==> src/rtl/map_bram_arbiter.sv <==
// map_bram_arbiter
// Shares the single-port map tile RAM between the video renderer, the
// ball-physics collision lookup and the map-editor writer. Video always wins;
// collision reads and editor writes alternate on contended slots. Read data is
// steered back to its requester by a tag pipeline matching the RAM latency.
// Optional build macro: MAP_ARB_STATS_EN adds saturating grant/stall counters.
module map_bram_arbiter #(
  parameter int ADDR_W        = 14,
  parameter int DATA_W        = 4,
  parameter int RD_LAT        = 2,
  parameter int WR_BLANK_ONLY = 1
) (
  input  logic              pixel_clk_in,
  input  logic              rst_in,
  input  logic              vid_active_in,
  input  logic [ADDR_W-1:0] vid_addr_in,
  output logic [DATA_W-1:0] vid_data_out,
  output logic              vid_valid_out,
  input  logic              col_req_in,
  input  logic [ADDR_W-1:0] col_addr_in,
  output logic              col_ready_out,
  output logic [DATA_W-1:0] col_data_out,
  output logic              col_valid_out,
  input  logic              wr_req_in,
  input  logic [ADDR_W-1:0] wr_addr_in,
  input  logic [DATA_W-1:0] wr_data_in,
  output logic              wr_ready_out,
  output logic              wr_done_out,
  output logic [ADDR_W-1:0] ram_addr_out,
  output logic [DATA_W-1:0] ram_din_out,
  output logic              ram_we_out,
  input  logic [DATA_W-1:0] ram_dout_in
`ifdef MAP_ARB_STATS_EN
  ,
  output logic [15:0]       col_grants_out,
  output logic [15:0]       wr_grants_out,
  output logic [15:0]       col_stall_out
`endif
);

  typedef enum logic [1:0] {GNT_NONE, GNT_VID, GNT_COL, GNT_WR} grant_t;
  typedef enum logic [1:0] {TAG_NONE, TAG_VID, TAG_COL} tag_t;
  typedef enum logic {RR_COL, RR_WR} rr_t;

  grant_t            grant;
  rr_t               rr_last;
  tag_t              new_tag;
  tag_t              tag_pipe [RD_LAT];
  logic [ADDR_W-1:0] addr_hold;
  logic              wr_eligible;

  // Pick the single owner of the RAM port for this cycle; nothing is granted in reset.
  always_comb begin
    grant       = GNT_NONE;
    wr_eligible = wr_req_in && !((WR_BLANK_ONLY != 0) && vid_active_in);
    if (rst_in) begin
      if (vid_active_in) begin
        grant = GNT_VID;
      end else if (col_req_in && wr_eligible) begin
        grant = (rr_last == RR_WR) ? GNT_COL : GNT_WR;
      end else if (col_req_in) begin
        grant = GNT_COL;
      end else if (wr_eligible) begin
        grant = GNT_WR;
      end
    end
  end

  // Drive the RAM port and handshakes from the grant; idle slots keep the last address.
  always_comb begin
    ram_addr_out  = addr_hold;
    ram_din_out   = wr_data_in;
    ram_we_out    = 1'b0;
    col_ready_out = 1'b0;
    wr_ready_out  = 1'b0;
    new_tag       = TAG_NONE;
    case (grant)
      GNT_VID: begin
        ram_addr_out = vid_addr_in;
        new_tag      = TAG_VID;
      end
      GNT_COL: begin
        ram_addr_out  = col_addr_in;
        col_ready_out = 1'b1;
        new_tag       = TAG_COL;
      end
      GNT_WR: begin
        ram_addr_out = wr_addr_in;
        ram_we_out   = 1'b1;
        wr_ready_out = 1'b1;
      end
      default: begin
        ram_addr_out = addr_hold;
      end
    endcase
  end

  // Round-robin memory, write-done pulse and held idle address.
  always_ff @(posedge pixel_clk_in) begin
    if (!rst_in) begin
      rr_last     <= RR_WR;
      wr_done_out <= 1'b0;
      addr_hold   <= '0;
    end else begin
      if (grant == GNT_COL) rr_last <= RR_COL;
      else if (grant == GNT_WR) rr_last <= RR_WR;
      wr_done_out <= (grant == GNT_WR);
      addr_hold   <= ram_addr_out;
    end
  end

  // Tag pipeline that follows each read through the RAM so data reaches the right requester.
  always_ff @(posedge pixel_clk_in) begin
    if (!rst_in) begin
      for (int i = 0; i < RD_LAT; i++) tag_pipe[i] <= TAG_NONE;
    end else begin
      tag_pipe[0] <= new_tag;
      for (int i = 1; i < RD_LAT; i++) tag_pipe[i] <= tag_pipe[i-1];
    end
  end

  assign vid_valid_out = (tag_pipe[RD_LAT-1] == TAG_VID);
  assign col_valid_out = (tag_pipe[RD_LAT-1] == TAG_COL);
  assign vid_data_out  = ram_dout_in;
  assign col_data_out  = ram_dout_in;

`ifdef MAP_ARB_STATS_EN
  // Saturating counters for collision/write grants and collision stall cycles.
  always_ff @(posedge pixel_clk_in) begin
    if (!rst_in) begin
      col_grants_out <= '0;
      wr_grants_out  <= '0;
      col_stall_out  <= '0;
    end else begin
      if (grant == GNT_COL && col_grants_out != 16'hFFFF)
        col_grants_out <= col_grants_out + 16'd1;
      if (grant == GNT_WR && wr_grants_out != 16'hFFFF)
        wr_grants_out <= wr_grants_out + 16'd1;
      if (col_req_in && !col_ready_out && col_stall_out != 16'hFFFF)
        col_stall_out <= col_stall_out + 16'd1;
    end
  end
`endif

endmodule

==> config.mk <==
export PLATFORM = sky130hd
export DESIGN_NAME = map_bram_arbiter
export DESIGN_NICKNAME = d
export VERILOG_FILES = /design/src/rtl/map_bram_arbiter.sv
export SDC_FILE = /design/constraint.sdc
export NUM_CORES = 1
export LEC_CHECK = 0
export ABC_AREA = 1
export CORE_ASPECT_RATIO = 1.25
export CORE_MARGIN = 1
export CORE_UTILIZATION = 35
export DETAILED_ROUTE_END_ITERATION = 8
export GPL_TIMING_DRIVEN = 0
export PLACE_DENSITY = 0.78
export SYNTH_ARGS = -nofsm -noshare
export SYNTH_HDL_FRONTEND = slang
export SYNTH_SLANG_ARGS = --single-unit
==> constraint.sdc <==
create_clock -name pixel_clk_in -period 1.6 [get_ports pixel_clk_in]
set_input_delay 0.32 -clock pixel_clk_in [delete_from_list [all_inputs] [get_ports pixel_clk_in]]
set_output_delay 0.32 -clock pixel_clk_in [all_outputs]
set_load 0.02 [all_outputs]
### Word-level counts from Yosys, hierarchy flattened

Memory sizes are Yosys's and may differ from the RTL's.
Index checks and enable logic that the tools add are counted.
W data, S select, Z words.

| storage, ports and cells | value |
|---|---|
| register bits after elaboration | 16 |
| output and inout port bits | 32 |
| memories | 1 |
| input port bits | 55 |
| RAM bits | 4 |

Memories:

| memory | depth | bits a word | read ports | clocked after Yosys merged registers in | write ports | line | text |
|---|---|---|---|---|---|---|---|
| tag_pipe | 2 | 2 | 2 | 0 | 2 | 48 | `tag_t tag_pipe [RD_LAT];` |

| cells by class | value |
|---|---|
| muxes and demuxes | 16 |
| eq/ne operators | 5 |
| reduce and logical (&&, ||, !) cells | 4 |
| bitwise operators | 2 |

Operators by type and width:

| operator | count |
|---|---|
| $pmux W14 S3 | 1 |
| $mux W2 | 7 |
| $mux W1 | 7 |
| $eq A2 B2 Y1 const B | 3 |
| $eq A2 B1 Y1 const B | 2 |
| $pmux W2 S2 | 1 |
| $logic_and A1 B1 Y1 | 2 |
| $or A1 B1 Y1 | 2 |
| $reduce_bool A2 Y1 | 1 |
| $logic_not A1 Y1 | 1 |

### Depth between registers and ports, before layout

Gate-level depths: netlist of run 1.

| logic depth | value |
|---|---|
| depth in word-level cells | 10 |
| gate-level depth with buffers | 9 |
| depth with buffers taken out | 8 |

### Worst setup path before layout of run 1

Ideal clock, no wire load.

| path | value |
|---|---|
| path kind | input to output |
| start point | input port col_req_in |
| end point | output port ram_addr_out[0] |
| path buffers | 1 |
| slack | 0.082 ns |
| stages on the path | 9 |
| arrival | 1.198 ns |
| path through | nand2_1 > nand2_4 > nand2_2 > nand2_1 > nand2_2 > buf_6 > or2_1 > nand2_1 > inv_1 |

| between the ends | value |
|---|---|
| longest elaborated chain between the ends | 6 |

RTL lines:

| element | line | text |
|---|---|---|
| start: declaration | 19 | `input logic col_req_in,` |
| $mux W2 or $logic_and A1 B1 Y1 (tied branches) | 61, 59 |  |
| $mux W2 * | 59 | `end else if (col_req_in && wr_eligible) begin` |
| $mux W2 * | 57 | `if (vid_active_in) begin` |
| $mux W2 * | 56 | `if (rst_in) begin` |
| $eq A2 B2 Y1 or $eq A2 B1 Y1 (tied branches) | 77 | `case (grant)` |
| $pmux W14 S3 * | 77 |  |
| end: declaration | 29 | `output logic [ADDR_W-1:0] ram_addr_out,` |

Mark *: on every way between the ends. The rest lies on a longest branch, timed or not.

### Worst setup path in the final report of run 1

| path | value |
|---|---|
| start point | register rr_last |
| end point | output port ram_addr_out[2] |

| between the ends | value |
|---|---|
| longest elaborated chain between the ends | 6 |

RTL lines:

| element | line | text |
|---|---|---|
| start: declaration | 46 | `rr_t rr_last;` |
| start signal: assignment | 101 | `rr_last <= RR_WR;` |
| start signal: assignment | 105 | `if (grant == GNT_COL) rr_last <= RR_COL;` |
| start signal: assignment | 106 | `else if (grant == GNT_WR) rr_last <= RR_WR;` |
| $mux W1 * | 60 | `grant = (rr_last == RR_WR) ? GNT_COL : GNT_WR;` |
| $mux W2 * | 59 |  |
| $mux W2 * | 57 |  |
| $mux W2 * | 56 |  |
| $eq A2 B2 Y1 or $eq A2 B1 Y1 (tied branches) | 77 |  |
| $pmux W14 S3 * | 77 |  |

Marked as above.

==> impl_metrics.toml, run 1 <==
[worst_setup_path]
r2r_end = "addr_hold[5]$_SDFF_PN0_"
cp_data_required_time_ns = 1.28
reg2reg_depth = 14
critPathLaunchType = "flip-flop"
crit_buf_inv = 3
slowest_stage = "dfxtp_2"
timing.critical_path.mode_cell = "nand2_4"
crit-reg2reg-launch = "rr_last$_SDFFE_PN1P_"
worstSetupPathType = "reg -> out"
cp-end-kind = "output port"
path_max_fanout = 5
critPathArrivalTime_ns = 1.57
critical-path-top-delay-family = "simple AND/OR/NAND/NOR gates"
crit_path_max_incr_delay_ns = 0.35
ff2ff_setup_slack_ns = -0.21
worstPathCellList = "nand2_2 -> nand2_4 -> nand2_4 -> nand2_4 -> nand2_4 -> buf_6 -> or2_1 -> nand2_1 -> inv_1 -> buf_6"

[finish]
antenna_cells = 0
layout_common_cells = "clkdlybuf4s50_1 (55), buf_4 (51), nor2_1 (26), inv_1 (21)"
nFillCells = 255
area_delta_synth_final_pct = 98.4
layout_commonest_cell = "clkdlybuf4s50_1"
final_cells = 342
fin_nets = 361
drive_gt1_share_pct = 36.1
multiInputGateArea_sq_um = 677
seqCellArea_sq_um = 402

[floorplan]
start_util_pct = 37.7
ios = 87
core_sq_um = 3280
rows = 23
die_height_microns = 68.4
die_w_microns = 55.2
die-area_sq_um = 3780

[clock_network]
clockRootBuffer = "clkbuf_8"
hold_buffers = 0
htree_levels = 1
clk_latency_ns = 0.26
cts_tree = "done"
clock_path_buffers = 2
clk_pin_slew_worst_paths_ns = 0.08
cts_buffers = 3
clock_sinks = 20

[timing]
fin_crit_sh_pct = 118
fin_ws_ns = -0.292
fin_crit_ns = 1.89
tightest_slew_ns = 0.452
timing.fmax_mhz = 529
rsz0062_at_grt = "true"
skew_ns = 0.00421
slew_headroom_pct = 69.8
finalSetupViolCount = 19
hold_viol_final = 0
drv_slew = 0

[global_routing]
grt_pass1_vias = 1515
grt-ovfl-total = 0
track_usage_pct = 24.4
antenna_found_initial = 0
grt_pass1_wl_microns = 6460
grt_max_degree = 12

[detailed_routing]
vias = 1650
drcViolationCount = 0
topRoutingLayerUsed = "met4"
ant_nets = 0
wl_met1_microns = 1750
wl_microns = 4440
via_per_inst = 4.82
wl_met2_microns = 2320
drtIter0Drc = 22
wl_per_cell_microns = 13.0
first_pass_iters = 4
dr_wl_met3_microns = 289

[power]
powerDensity_nw_per_um2 = 693
power.leakage_nw = 1.19
finalPower_mw = 1.70
vdd_ir_drop_max_uv = 583

[status]
status = "finished with violations"
failed_checks = "negative setup slack"

[logic_synthesis]
synth_top_area_cell = "dfxtp_1"
synth.net_count = 244
netlist_area_sq_um = 1240
syn_avg_cell_area_sq_um = 6.54
yosysSeqAreaShare_pct = 32.4
synth_area_leaders = "dfxtp_1 (32%), nor2_1 (10%), nand4_1 (9.6%)"
yosys.area.top_type_share_pct = 32.4
synthCells = 189
synthDistinctLibCells = 20
ys_ff_latch = 20
synth_warnings = 0

[place]
gp_congestion = 0.813
hpwlAfterDp_microns = 2740
io_buffers = 78
post-place-ws_ns = -1.11
dp.cells = 304

[worst_hold_path]
worstHoldStart = "tag_pipe[0][1]$_SDFF_PN0_"
hold_class = "reg -> reg"
hold_depth = 2
min_to = "tag_pipe[0][3]$_SDFF_PN0_"

[flow_run]
cap_violations = 0
flip-flops by register name, summed over array words and instances (netlist names):
register	cells
tag_pipe	4
rr_last	1
wr_done_out	1
addr_hold	14
cell type report:
type	count	share of cell area, %
buffer	22	6.84
multi-input combinational	121	27.6
timing repair buffer	111	40.8
clock buffer	4	2.24
sequential	20	16.4
inverter	27	4.23
tap	37	1.89
worst register-to-register path, cell delays in order, from the launching register on:
cell     delay (ns)
dfxtp_2        0.35
nand2_2        0.06
nand2_4        0.08
nand2_4        0.07
nand2_4        0.07
buf_4          0.16
o21ai_0        0.09
nand3_1        0.11
nand2_2        0.08
buf_4          0.13
buf_4          0.12
buf_4          0.12
buf_4          0.12
buf_4          0.12
nor2_1         0.08
per-stage QoR:
step | area, sq um | TNS [ns] | hold slack (ns) | util, %
final | 2450 | -4.25 | 0.423 | 74.8
after global routing | 2450 | -5.91 | 0.437 | 74.8
after CTS | 2410 | -4.21 | 0.416 | 73.4
after detailed placement | 2060 | -22.15 | 0.399 | 62.9
after global placement | 2060 | -21.17 | 0.394 | 62.9
after floorplan | 1240 | 0 | 0.390 | -
cells by family (layout without fill, tap and decap cells):
logic type	after synthesis	count (layout)	synth area share (%)
AOI/OAI and AO/OA	9	9	3.64
and+or+nand+nor	111	112	44.0
DFF	20	20	32.4
buffers and inverters	49	164	19.9
how the worst max path moves through the flow:
stage,from,to,slack [ns],depth (start not counted)
final,rr_last$_SDFFE_PN1P_,ram_addr_out[2],-0.29,10
after global routing,rr_last$_SDFFE_PN1P_,ram_addr_out[7],-0.37,10
after CTS,rr_last$_SDFFE_PN1P_,ram_addr_out[7],-0.28,10
after detailed placement,wr_req_in,ram_addr_out[7],-1.11,10
after global placement,wr_req_in,ram_addr_out[7],-1.10,10
after floorplan,col_req_in,ram_addr_out[0],0.08,9
power breakdown:
part           internal [mW]  switching, mW
logic                  0.416          0.351
clock network          0.219          0.171
registers              0.534        0.00896
total                   1.17          0.532
synth_stat cells, drive strengths merged:
| library cell | count |
|---|---|
| buf | 19 |
| clkbuf | 3 |
| dfxtp | 20 |
| inv | 27 |
| nand2 | 27 |
| nand3 | 20 |
| nand4 | 19 |
| nor2 | 34 |
| nor3 | 2 |
| o21ai | 9 |
| or2 | 9 |
timing repair:
item / CTS / global route
setup endpoints to repair: 28 / 21
resized for setup: 133 / 22
cloned: 3 / 0
pin swaps: 13 / 18
buffers inserted: 30 / 1
layer usage:
| layer | GRT usage [%] | vias up |
|---|---|---|
| met1 | 26.1 | 745 |
| li1 | - | 823 |
| met2 | 46.2 | 75 |
| met4 | 10.0 | 0 |
| met5 | 0 | - |
| met3 | 3.11 | 7 |
(Power assumes the default switching activity.)
==> run 2: changes to the inputs <==
Settings changed: CORE_UTILIZATION 35 to 37, PLACE_DENSITY 0.78 to 0.82.
Clock period 1.6 ns to 2.3 ns, I/O delays scaled along.
==> impl_metrics.toml, run 2 (same netlist as run 1, synthesis figures left out) <==
[worst_setup_path]
ff2ff_setup_slack_ns = 0.97
critPathArrivalTime_ns = 1.63
crit_path_max_incr_delay_ns = 0.28
crit-reg2reg-launch = "rr_last$_SDFFE_PN1P_"
slowest_stage = "nor3_4"
r2r_end = "addr_hold[5]$_SDFF_PN0_"
path_depth = 8
path_max_fanout = 7
cp_data_required_time_ns = 1.84
timing.critical_path.mode_cell = "nand3_1"
reg2reg_depth = 9
crit_buf_inv = 4
cp-end-kind = "output port"
worstSetupPathType = "in -> out"
worstSetupStartpoint = "rst_in"
critPathLaunchType = "input pin"
critical-path-top-delay-family = "buffers and inverters"
worstPathCellList = "buf_2 -> inv_2 -> nor3_4 -> nand3_1 -> nand3_1 -> nor2_2 -> inv_1 -> clkdlybuf4s15_2"

[timing]
holdWs_ns = 0.418
tightest_slew_ns = 0.493
hold_viol_final = 0
drv_slew = 0
skew_ns = 0.00673
fin_crit_sh_pct = 90.8
slew_headroom_pct = 67.2
fin_ws_ns = 0.211
rsz0062_at_grt = "false"
finalSetupViolCount = 0
timing.fmax_mhz = 479
fin_crit_ns = 2.09

[worst_hold_path]
min_to = "tag_pipe[0][3]$_SDFF_PN0_"
hold_depth = 2
worstHoldStart = "tag_pipe[0][1]$_SDFF_PN0_"
hold_class = "reg -> reg"

[global_routing]
grt_pass1_vias = 1464
grt_pass1_wl_microns = 6090
grt-ovfl-total = 0
grt_max_degree = 13
antenna_found_initial = 0
track_usage_pct = 23.1

[detailed_routing]
vias = 1525
drcViolationCount = 0
wl_per_cell_microns = 12.4
wl_microns = 3910
first_pass_iters = 4
ant_nets = 0
via_per_inst = 4.86
drtIter0Drc = 30

[clock_network]
clk_latency_ns = 0.26
cts_tree = "done"
clk_pin_slew_worst_paths_ns = 0.08
clock_sinks = 20
clockRootBuffer = "clkbuf_8"
clock_path_buffers = 2
htree_levels = 1
hold_buffers = 0
cts_buffers = 3

[finish]
seqCellArea_sq_um = 400
layout_common_cells = "clkdlybuf4s50_1 (57), nor2_1 (29), inv_1 (25)"
finalInstanceArea_sq_um = 2200
area_delta_synth_final_pct = 78.3
top_register = "addr_hold"
antenna_cells = 0
top_regs = "addr_hold: 14 flops, tag_pipe: 4 flops"
nFillCells = 280
largest_reg_flops = 14
layout_commonest_cell = "clkdlybuf4s50_1"
multiInputGateArea_sq_um = 638
fin_nets = 333
drive_gt1_share_pct = 23.5

[place]
gp_congestion = 0.772
io_buffers = 78
dpl-instance-area_sq_um = 2060
hpwlAfterDp_microns = 2880
post-place-ws_ns = -0.714

[floorplan]
ios = 87
die_height_microns = 66.6
rows = 23
core_sq_um = 3190
die-area_sq_um = 3580
start_util_pct = 38.7
die_w_microns = 53.7

[power]
power.leakage_nw = 1.06
powerDensity_nw_per_um2 = 519
vdd_ir_drop_max_uv = 275

[status]
status = "completed"

[flow_run]
cap_violations = 0
-- run 2: changes by cell type in the layout (fill, tap and decap cells not counted), sizes merged --
cell and delta:
clkdlybuf4s50 +2, clkdlybuf4s15 +4, bufinv +1, dlygate4sd2 +1, nor2 -1, buf -37, clkbuf +2
-- run 2: area by class of cell --
class	count	area share, %
plain buffers	22	7.95
clock buffers	3	1.87
clock inverters	1	1.36
inverters	27	4.60
multi-input cells	120	28.9
flip-flops and latches	20	18.2
well taps	37	2.10
repair buffers	84	35.0
-- run 2: worst register-to-register path, delay by kind of cell, from the launching register on --
kind	cells	cell delay, ns
flip-flops	1	0.36
buffers and inverters	1	0.14
AND/OR/NAND/NOR	8	0.70
-- run 2: worst max path at each step --
stage	slack, ns	endpoint
final	0.21	ram_addr_out[9]
after global routing	0.07	ram_addr_out[10]
after CTS	0.05	ram_addr_out[10]
after detailed placement	-0.71	ram_addr_out[3]
after global placement	-0.66	ram_addr_out[3]
after floorplan	0.50	ram_addr_out[0]
-- run 2: power breakdown --
group | leakage, nW | total (mW) | switching [mW] | internal [mW]
Combinational | 0.859 | 0.411 | 0.209 | 0.203
Clock | 0.0357 | 0.356 | 0.123 | 0.232
Sequential | 0.165 | 0.377 | 0.00576 | 0.371
-- run 2: per-layer routing --
metal | global-route usage [%] | routed length [microns] | share of wire (%) | vias to the layer above
li1 | - | - | - | 767
met1 | 23.9 | 1540 | 39 | 688
met5 | 0 | 0 | 0 | -
met2 | 43.2 | 2000 | 51 | 61
met3 | 4.11 | 278 | 7.1 | 9
met4 | 9.87 | 95 | 2.4 | 0
-- run 2: metrics by stage --
step / TNS [ns] / power, mW / utilization (%) / std cells
final: 0 / 1.14 / 69.0 / 314
after floorplan: 0 / 0.590 / - / 189
after global placement: -10.19 / 0.787 / 64.6 / 304
after CTS: 0 / 1.14 / 69.3 / 314
after global routing: 0 / 1.20 / 69.0 / 314
after detailed placement: -10.70 / 0.793 / 64.6 / 304
-- run 2: repair_timing --
item                       in CTS  in global routing
setup endpoints to repair      17                 13
buffers inserted                6                  0
resized for setup              83                 11
pin swaps                       5                  4
==> run 3: changes to the inputs <==
Settings changed: RECOVER_POWER set to 100.
==> impl_metrics.toml, run 3 (same netlist as run 1, synthesis figures left out) <==
[floorplan]
ios = 87
rows = 23
core_sq_um = 3190
die-area_sq_um = 3580
die_height_microns = 66.6
start_util_pct = 38.7
die_w_microns = 53.7

[place]
io_buffers = 78
hpwlAfterDp_microns = 2880
post-place-ws_ns = -0.714
dpl-instance-area_sq_um = 2060
dp.cells = 304
gp_congestion = 0.772

[clock_network]
cts_tree = "done"
clk_pin_slew_worst_paths_ns = 0.08
clock_path_buffers = 2
htree_levels = 1
clk_latency_ns = 0.26
hold_buffers = 0
clock_sinks = 20
cts_buffers = 3
clockRootBuffer = "clkbuf_8"

[detailed_routing]
wl_per_cell_microns = 12.5
first_pass_iters = 4
vias = 1528
wl_microns = 3910
drcViolationCount = 0
drtIter0Drc = 30
ant_nets = 0
via_per_inst = 4.87

[worst_setup_path]
cp_data_required_time_ns = 1.84
cp-end-kind = "output port"
worstSetupPathType = "in -> out"
slowest_stage = "nor2_4"
critical-path-top-delay-family = "simple AND/OR/NAND/NOR gates"
timing.critical_path.mode_cell = "nand2_1"
crit_buf_inv = 5
crit_path_max_incr_delay_ns = 0.17
critPathArrivalTime_ns = 1.68
path_max_fanout = 5
reg2reg_depth = 9
critPathLaunchType = "input pin"
worstPathCellList = "clkbuf_2 -> inv_1 -> nand2_1 -> nand3_4 -> nor2_4 -> clkbuf_1 -> nand2_1 -> nand3_1 -> nand2_1 -> inv_1 -> clkbuf_2"
worstSetupStartpoint = "wr_req_in"
path_depth = 11
crit-reg2reg-launch = "rr_last$_SDFFE_PN1P_"

[power]
vdd_ir_drop_max_uv = 274
powerDensity_nw_per_um2 = 517
finalPower_mw = 1.13
power.leakage_nw = 1.06

[timing]
rsz0062_at_grt = "false"
timing.fmax_mhz = 466
hold_viol_final = 0
tightest_slew_ns = 0.499
finalSetupViolCount = 0
drv_slew = 0
fin_crit_sh_pct = 93.2
tns_ns = 0
fin_crit_ns = 2.14
holdWs_ns = 0.417
slew_headroom_pct = 66.8
fin_ws_ns = 0.156
skew_ns = 0.00573

[finish]
top_register = "addr_hold"
largest_reg_flops = 14
finalInstanceArea_sq_um = 2190
layout_common_cells = "clkdlybuf4s50_1 (42), nor2_1 (29), inv_1 (25), nand2_1 (21), dfxtp_1 (20)"
antenna_cells = 0
final_cells = 314
nFillCells = 288
layout_commonest_cell = "clkdlybuf4s50_1"
top_regs = "addr_hold: 14 flops, tag_pipe: 4 flops"
area_delta_synth_final_pct = 77.3
drive_gt1_share_pct = 20.9
fin_nets = 333
final_util_pct = 68.6

[worst_hold_path]
worstHoldStart = "tag_pipe[0][1]$_SDFF_PN0_"
hold_depth = 2
hold_class = "reg -> reg"

[global_routing]
grt_pass1_vias = 1464
antenna_found_initial = 0
track_usage_pct = 23.1
grt_max_degree = 13
grt_pass1_wl_microns = 6090
grt-ovfl-total = 0

[flow_run]
cap_violations = 0

[status]
status = "completed"
==> run 3: worst reg2reg max path: stages, from the launching register on <==
cell and delay, ns:
dfxtp_1 0.33, nand2_2 0.08, nand2_4 0.06, buf_4 0.17, nor2_4 0.17, clkbuf_1 0.17
nand2_1 0.07, nand3_1 0.08, nand2_1 0.06, nor2_1 0.09
==> run 3: timing repair <==
item	4_1_cts	5_1_grt
setup endpoints to repair	17	13
pin swaps	5	4
buffers inserted	6	0
resized for setup	83	11
==> run 3: report_power, final <==
part	switching (mW)	total [mW]	internal [mW]
logic	0.209	0.403	0.195
registers	0.00577	0.377	0.371
clock network	0.122	0.354	0.232
==> run 3: layout make-up <==
| class | instances | area (sq um) | share of cell area [%] |
|---|---|---|---|
| sequential | 20 | 400 | 18.3 |
| buffer | 22 | 174 | 7.93 |
| timing repair buffer | 84 | 763 | 34.8 |
| tap | 37 | 46.3 | 2.11 |
| clock inverter | 1 | 30.0 | 1.37 |
| inverter | 27 | 101 | 4.62 |
| clock buffer | 3 | 41.3 | 1.88 |
| multi-input combinational | 120 | 636 | 29.0 |
==> run 3: final timing paths <==
| path | end | slack (ns) |
|---|---|---|
| max | ram_addr_out[8] | 0.16 |
| max reg2reg | addr_hold[8]$_SDFF_PN0_ | 0.95 |
| min reg2reg | tag_pipe[0][3]$_SDFF_PN0_ | 0.42 |
| min | tag_pipe[0][3]$_SDFF_PN0_ | 0.42 |
==> run 3: metal layers <==
layer / wire, microns / global-route usage, % / up-vias / part of all wire [%]
met5: 0 / 0 / - / 0
met4: 82 / 9.87 / 0 / 2.1
met1: 1540 / 23.9 / 686 / 39
met3: 296 / 4.11 / 8 / 7.6
met2: 2000 / 43.2 / 65 / 51
li1: - / - / 769 / -
